--- config.mk ---
export PLATFORM = sky130hd
export DESIGN_NAME = uart_tx_fifo
export DESIGN_NICKNAME = d
export VERILOG_FILES = /design/src/rtl/uart_tx_fifo.sv
export SDC_FILE = /design/constraint.sdc
export NUM_CORES = 1
export LEC_CHECK = 0
export ABC_AREA = 1
export ABC_CLOCK_PERIOD_IN_PS = 2840
export CAP_MARGIN = 40
export CORE_ASPECT_RATIO = 1.75
export CORE_UTILIZATION = 55
export CTS_BUF_LIST = sky130_fd_sc_hd__clkbuf_8
export DETAILED_ROUTE_END_ITERATION = 16
export PLACE_DENSITY = 0.83
export SYNTH_ARGS = -nofsm -noshare
export SYNTH_HDL_FRONTEND = slang
export SYNTH_SLANG_ARGS = --single-unit
--- constraint.sdc ---
create_clock -name sys_clk -period 2.84 [get_ports sys_clk]
set_input_delay 0.284 -clock sys_clk [delete_from_list [all_inputs] [get_ports sys_clk]]
set_output_delay 0.284 -clock sys_clk [all_outputs]
set_load 0.05 [all_outputs]
--- src/rtl/uart_tx_fifo.sv ---
// 8N1 UART transmitter fed by a 4-entry byte FIFO.
// A byte pushed into an empty FIFO is popped on the next edge, and the start bit begins immediately after that edge.
module uart_tx_fifo #(
  parameter int CLKS_PER_BIT = 10416,
  parameter int FIFO_DEPTH   = 4
) (
  input  logic       sys_clk,
  input  logic       reset,
  input  logic [7:0] tx_data,
  input  logic       tx_valid,
  output logic       tx_ready,
  output logic       UART_TX,
  output logic       tx_busy,
  output logic [2:0] tx_count
);

  localparam int              CNT_W     = (CLKS_PER_BIT > 1) ? $clog2(CLKS_PER_BIT) : 1;
  localparam logic [CNT_W-1:0] BAUD_LAST = CNT_W'(CLKS_PER_BIT - 1);
  localparam logic [2:0]      DEPTH     = 3'(FIFO_DEPTH);

  typedef enum logic [1:0] {
    IDLE,
    START,
    DATA,
    STOP
  } state_t;

  state_t           state_q, state_d;
  logic [1:0]       wr_ptr_q, wr_ptr_d;
  logic [1:0]       rd_ptr_q, rd_ptr_d;
  logic [2:0]       count_q, count_d;
  logic [CNT_W-1:0] baud_q, baud_d;
  logic [2:0]       bit_idx_q, bit_idx_d;
  logic [7:0]       shift_q, shift_d;
  logic             tx_q, tx_d;
  logic [7:0]       mem_q [4];

  logic push;
  logic pop;
  logic baud_done;

  // A full FIFO refuses a push even if a pop frees a slot on the same edge.
  assign tx_ready  = (count_q != DEPTH);
  assign push      = tx_valid && tx_ready && !reset;
  assign pop       = (state_q == IDLE) && (count_q != 3'd0);
  assign baud_done = (baud_q == BAUD_LAST);

  assign UART_TX  = tx_q;
  assign tx_busy  = (state_q != IDLE);
  assign tx_count = count_q;

  always_comb begin
    wr_ptr_d = wr_ptr_q;
    rd_ptr_d = rd_ptr_q;
    count_d  = count_q;
    if (push) wr_ptr_d = wr_ptr_q + 2'd1;
    if (pop)  rd_ptr_d = rd_ptr_q + 2'd1;
    case ({push, pop})
      2'b10:   count_d = count_q + 3'd1;
      2'b01:   count_d = count_q - 3'd1;
      default: count_d = count_q;
    endcase
  end

  always_comb begin
    state_d   = state_q;
    baud_d    = baud_q;
    bit_idx_d = bit_idx_q;
    shift_d   = shift_q;
    case (state_q)
      IDLE: begin
        if (pop) begin
          shift_d   = mem_q[rd_ptr_q];
          baud_d    = '0;
          bit_idx_d = 3'd0;
          state_d   = START;
        end
      end
      START: begin
        if (baud_done) begin
          baud_d  = '0;
          state_d = DATA;
        end else begin
          baud_d = baud_q + CNT_W'(1);
        end
      end
      DATA: begin
        if (baud_done) begin
          baud_d = '0;
          if (bit_idx_q == 3'd7) begin
            state_d = STOP;
          end else begin
            bit_idx_d = bit_idx_q + 3'd1;
          end
        end else begin
          baud_d = baud_q + CNT_W'(1);
        end
      end
      STOP: begin
        if (baud_done) begin
          baud_d  = '0;
          state_d = IDLE;
        end else begin
          baud_d = baud_q + CNT_W'(1);
        end
      end
      default: state_d = IDLE;
    endcase
  end

  // The line level is decoded from the next state so the output flop lines up with the state change.
  always_comb begin
    tx_d = 1'b1;
    case (state_d)
      START:   tx_d = 1'b0;
      DATA:    tx_d = shift_d[bit_idx_d];
      default: tx_d = 1'b1;
    endcase
  end

  always_ff @(posedge sys_clk or posedge reset) begin
    if (reset) begin
      state_q   <= IDLE;
      wr_ptr_q  <= 2'd0;
      rd_ptr_q  <= 2'd0;
      count_q   <= 3'd0;
      baud_q    <= '0;
      bit_idx_q <= 3'd0;
      shift_q   <= 8'd0;
      tx_q      <= 1'b1;
    end else begin
      state_q   <= state_d;
      wr_ptr_q  <= wr_ptr_d;
      rd_ptr_q  <= rd_ptr_d;
      count_q   <= count_d;
      baud_q    <= baud_d;
      bit_idx_q <= bit_idx_d;
      shift_q   <= shift_d;
      tx_q      <= tx_d;
    end
  end

  always_ff @(posedge sys_clk) begin
    if (push) mem_q[wr_ptr_q] <= tx_data;
  end

endmodule

==> results.sh <==
export IMPL_status="finished, final reports clean"
export IMPL_cellPowerDensity_mw_per_mm2=673
export IMPL_post_cts_buffers=0
export IMPL_io_buffers=16
export IMPL_ys_ff_latch=67
export IMPL_start_kind="flip-flop"
export IMPL_synth_top_area_share_pct=29.8
export IMPL_n_antenna_cell=0
export IMPL_crit_path_end_kind="flip-flop"
export IMPL_htreeDepth=3
export IMPL_holdBufCountCts=0
export IMPL_max_freq_mhz=457
export IMPL_ys_async_sr_fraction_pct=52.2
export IMPL_vias=2335
export IMPL_antenna_found_initial=0
export IMPL_coreArea_mm2=0.00559
export IMPL_die_x_um=59.8
export IMPL_gp_congestion=0.844
export IMPL_track_usage_pct=23.8
export IMPL_r2r_cells=9
export IMPL_clkTransAtPathRegs_ns=0.08
export IMPL_clock_sinks=67
export IMPL_drt_iter0_markers=113
export IMPL_relSlewSlack_pct=44.9
export IMPL_rrSetupSlack_ns=0.65
export IMPL_num_rows=36
export IMPL_hpwl_mm=4.44
export IMPL_dieArea_mm2=0.00618
export IMPL_period_minus_slack_ns=2.19
export IMPL_clock_latency_ns=0.35
export IMPL_skew_ns=0.00909
export IMPL_placed_cells=422
export IMPL_rsz0062_at_grt="no"
export IMPL_arrival_ns=2.42
export IMPL_io_pin_count=17
export IMPL_netlist_instances=331
export IMPL_yosys_warnings=0
export IMPL_critPathMaxFanout=8
export IMPL_start_util_pct=57.7
export IMPL_p_leak_nw=1.56
export IMPL_grt_max_degree=36
export IMPL_postRouteAntennaNets=0
export IMPL_netlist_top_cells_area="edfxtp_1 30%, dfrtp_1 26%, nand2_1 6.1%, nor2_1 5.9%, inv_1 4.5%"
export IMPL_grt_overflow=0
export IMPL_viasPerCell=5.33
export IMPL_netlist_area_mm2=0.00322
export IMPL_cts_buffers=9
export IMPL_synth_common_cells="52 x nand2_1, 51 x nor2_1, 39 x inv_1, 34 x dfrtp_1, 32 x edfxtp_1"
export IMPL_finalWirelength_mm=6.28
export IMPL_cts_resized=0
export IMPL_maxSlewViolCount=0
export IMPL_yosysUniqueCellTypes=33
export IMPL_cp_required_ns=3.07
export IMPL_syn_avg_cell_area_um2=9.73
export IMPL_fin_cells=438
export IMPL_synth_edf_count=32
export IMPL_setup_viol=0
export IMPL_peakVddDrop_mv=0.724
export IMPL_die_y_um=103
export IMPL_ys_dominant_reg_cell="dfrtp_1"
export IMPL_fin_nets=376
export IMPL_cts_root_buf="clkbuf_8"
export IMPL_cts_tree="done"
export IMPL_finalSetupTns_ns=0
export IMPL_hp_class="in -> async"
export IMPL_critPathKind="reg -> reg"
export IMPL_r2r_end="tx_count[2]"
export IMPL_syn_num_nets=350
export IMPL_period_share_pct=77.1
export IMPL_max_cap_violations=0
export IMPL_synth_top_area_cell="edfxtp_1"
export IMPL_worst_pin_slew_ns=0.823
export IMPL_finalHoldViolations=0
export IMPL_route_detailed_drc=0
export IMPL_grt_pass1_wl_mm=10.5
export IMPL_avgRoutedWirePerCell_um=14.3
export IMPL_synth_seq_area_share_pct=57.1
export IMPL_cts_buffer_depth=2
export IMPL_layout_drive_gt1_share_pct=12.4
export IMPL_drt_pass1_iterations=4
export IMPL_synth_most_common_cell="nand2_1"
export IMPL_grt_pass1_vias=2391
export IMPL_r2r_start="tx_count[0]"
export IMPL_syn2layout_area_growth_pct=15.4
==> layout by cell type, fill, tap and decap left out <==
cell,Yosys,layout
fa_1,1,1
buf_4,3,4
a21boi_2,1,1
inv_6,0,2
o22ai_1,9,9
clkdlybuf4s50_1,0,16
o21ai_0,28,28
a21oi_1,6,6
nor2_2,1,1
clkinv_4,0,1
nand2_2,9,9
o21ai_1,1,1
clkbuf_8,0,9
bufinv_16,0,3
inv_2,2,2
nand4_1,2,2
nand3_2,2,2
nand2_1,52,52
nor3_1,3,3
a21oi_4,1,1
inv_1,39,39
nor4_2,1,1
nand2_4,1,1
nand3_4,1,1
clkinvlp_4,0,1
nor2_4,3,3
ha_1,7,7
a31oi_1,3,3
dfrtp_1,34,34
edfxtp_1,32,32
nor2_1,51,51
dfstp_2,1,1
xnor2_1,2,2
nand3_1,23,23
o31ai_4,1,1
xor2_1,8,8
nor3_2,1,1
==> per-stage QoR <==
| step | setup slack, ns | area, um^2 | hold slack, ns | util (%) | power, W |
|---|---|---|---|---|---|
| 6_report | 0.650 | 3720 | 0.356 | 66.5 | 0.00250 |
| 3_3_place_gp | 0.640 | 3470 | 0.461 | 62.1 | 0.00152 |
| 4_1_cts | 0.624 | 3720 | 0.374 | 66.5 | 0.00252 |
| 5_1_grt | 0.520 | 3720 | 0.412 | 66.5 | 0.00261 |
| 2_1_floorplan | 0.182 | 3220 | 0.383 | - | 0.00141 |
| 3_5_place_dp | 0.614 | 3470 | 0.467 | 62.1 | 0.00154 |
==> area by class of cell <==
class | count | area (um^2)
timing repair buffer | 20 | 190
clock buffer | 9 | 124
fill | 467 | 1870
inverter | 41 | 154
sequential | 67 | 1840
tap | 76 | 95.1
multi-input combinational | 218 | 1190
clock inverter | 7 | 124
==> kinds of logic (layout without fill, tap and decap cells) <==
logic type      count (synthesis)  count (layout)  synth area share [%]
fa+ha+maj                       8               8                  3.34
flops                          67              67                  57.1
simple gates                  150             150                  21.6
xor+xnor                       10              10                  2.72
buf+inv                        46              77                  5.94
compound gates                 50              50                  9.28
==> critical path, cell delays in order, from the launching register on <==
cell,delay (ns)
dfrtp_1,0.43
nor2_2,0.23
nand2_1,0.10
nand3_1,0.27
ha_1,0.21
inv_1,0.06
fa_1,0.37
a21oi_1,0.14
o21ai_0,0.11
xor2_1,0.16
==> where the power goes <==
group          internal [W]  leakage [nW]  switching [W]
Combinational      0.000117         0.718       0.000253
Sequential          0.00111         0.725      0.0000465
Clock              0.000590         0.120       0.000388
Total               0.00181          1.56       0.000687
==> how the worst max path moves through the flow <==
stage               depth (start not counted)         from           to
floorplan                                   9  tx_count[0]  tx_count[2]
global placement                            9        reset  tx_count[2]
global route                                9  tx_count[0]  tx_count[2]
finish                                      9  tx_count[0]  tx_count[2]
CTS                                         9  tx_count[0]  tx_count[2]
detailed placement                          9        reset  tx_count[2]
==> sequential cells by signal, summed over array words and instances, names as in the netlist <==
name	count
UART_TX	1
bit_idx_q	3
mem_q	32
wr_ptr_q	2
rd_ptr_q	2
tx_count	3
state_q	2
shift_q	8
baud_q	14
==> per-layer routing <==
layer	vias to the layer above	track usage, %	wire (um)
li1	1147	-	-
met1	1122	22.5	2270
met2	42	44.2	3570
met3	24	5.35	159
met4	0	15.4	280
met5	-	0	0
(Power assumes the default switching activity.)
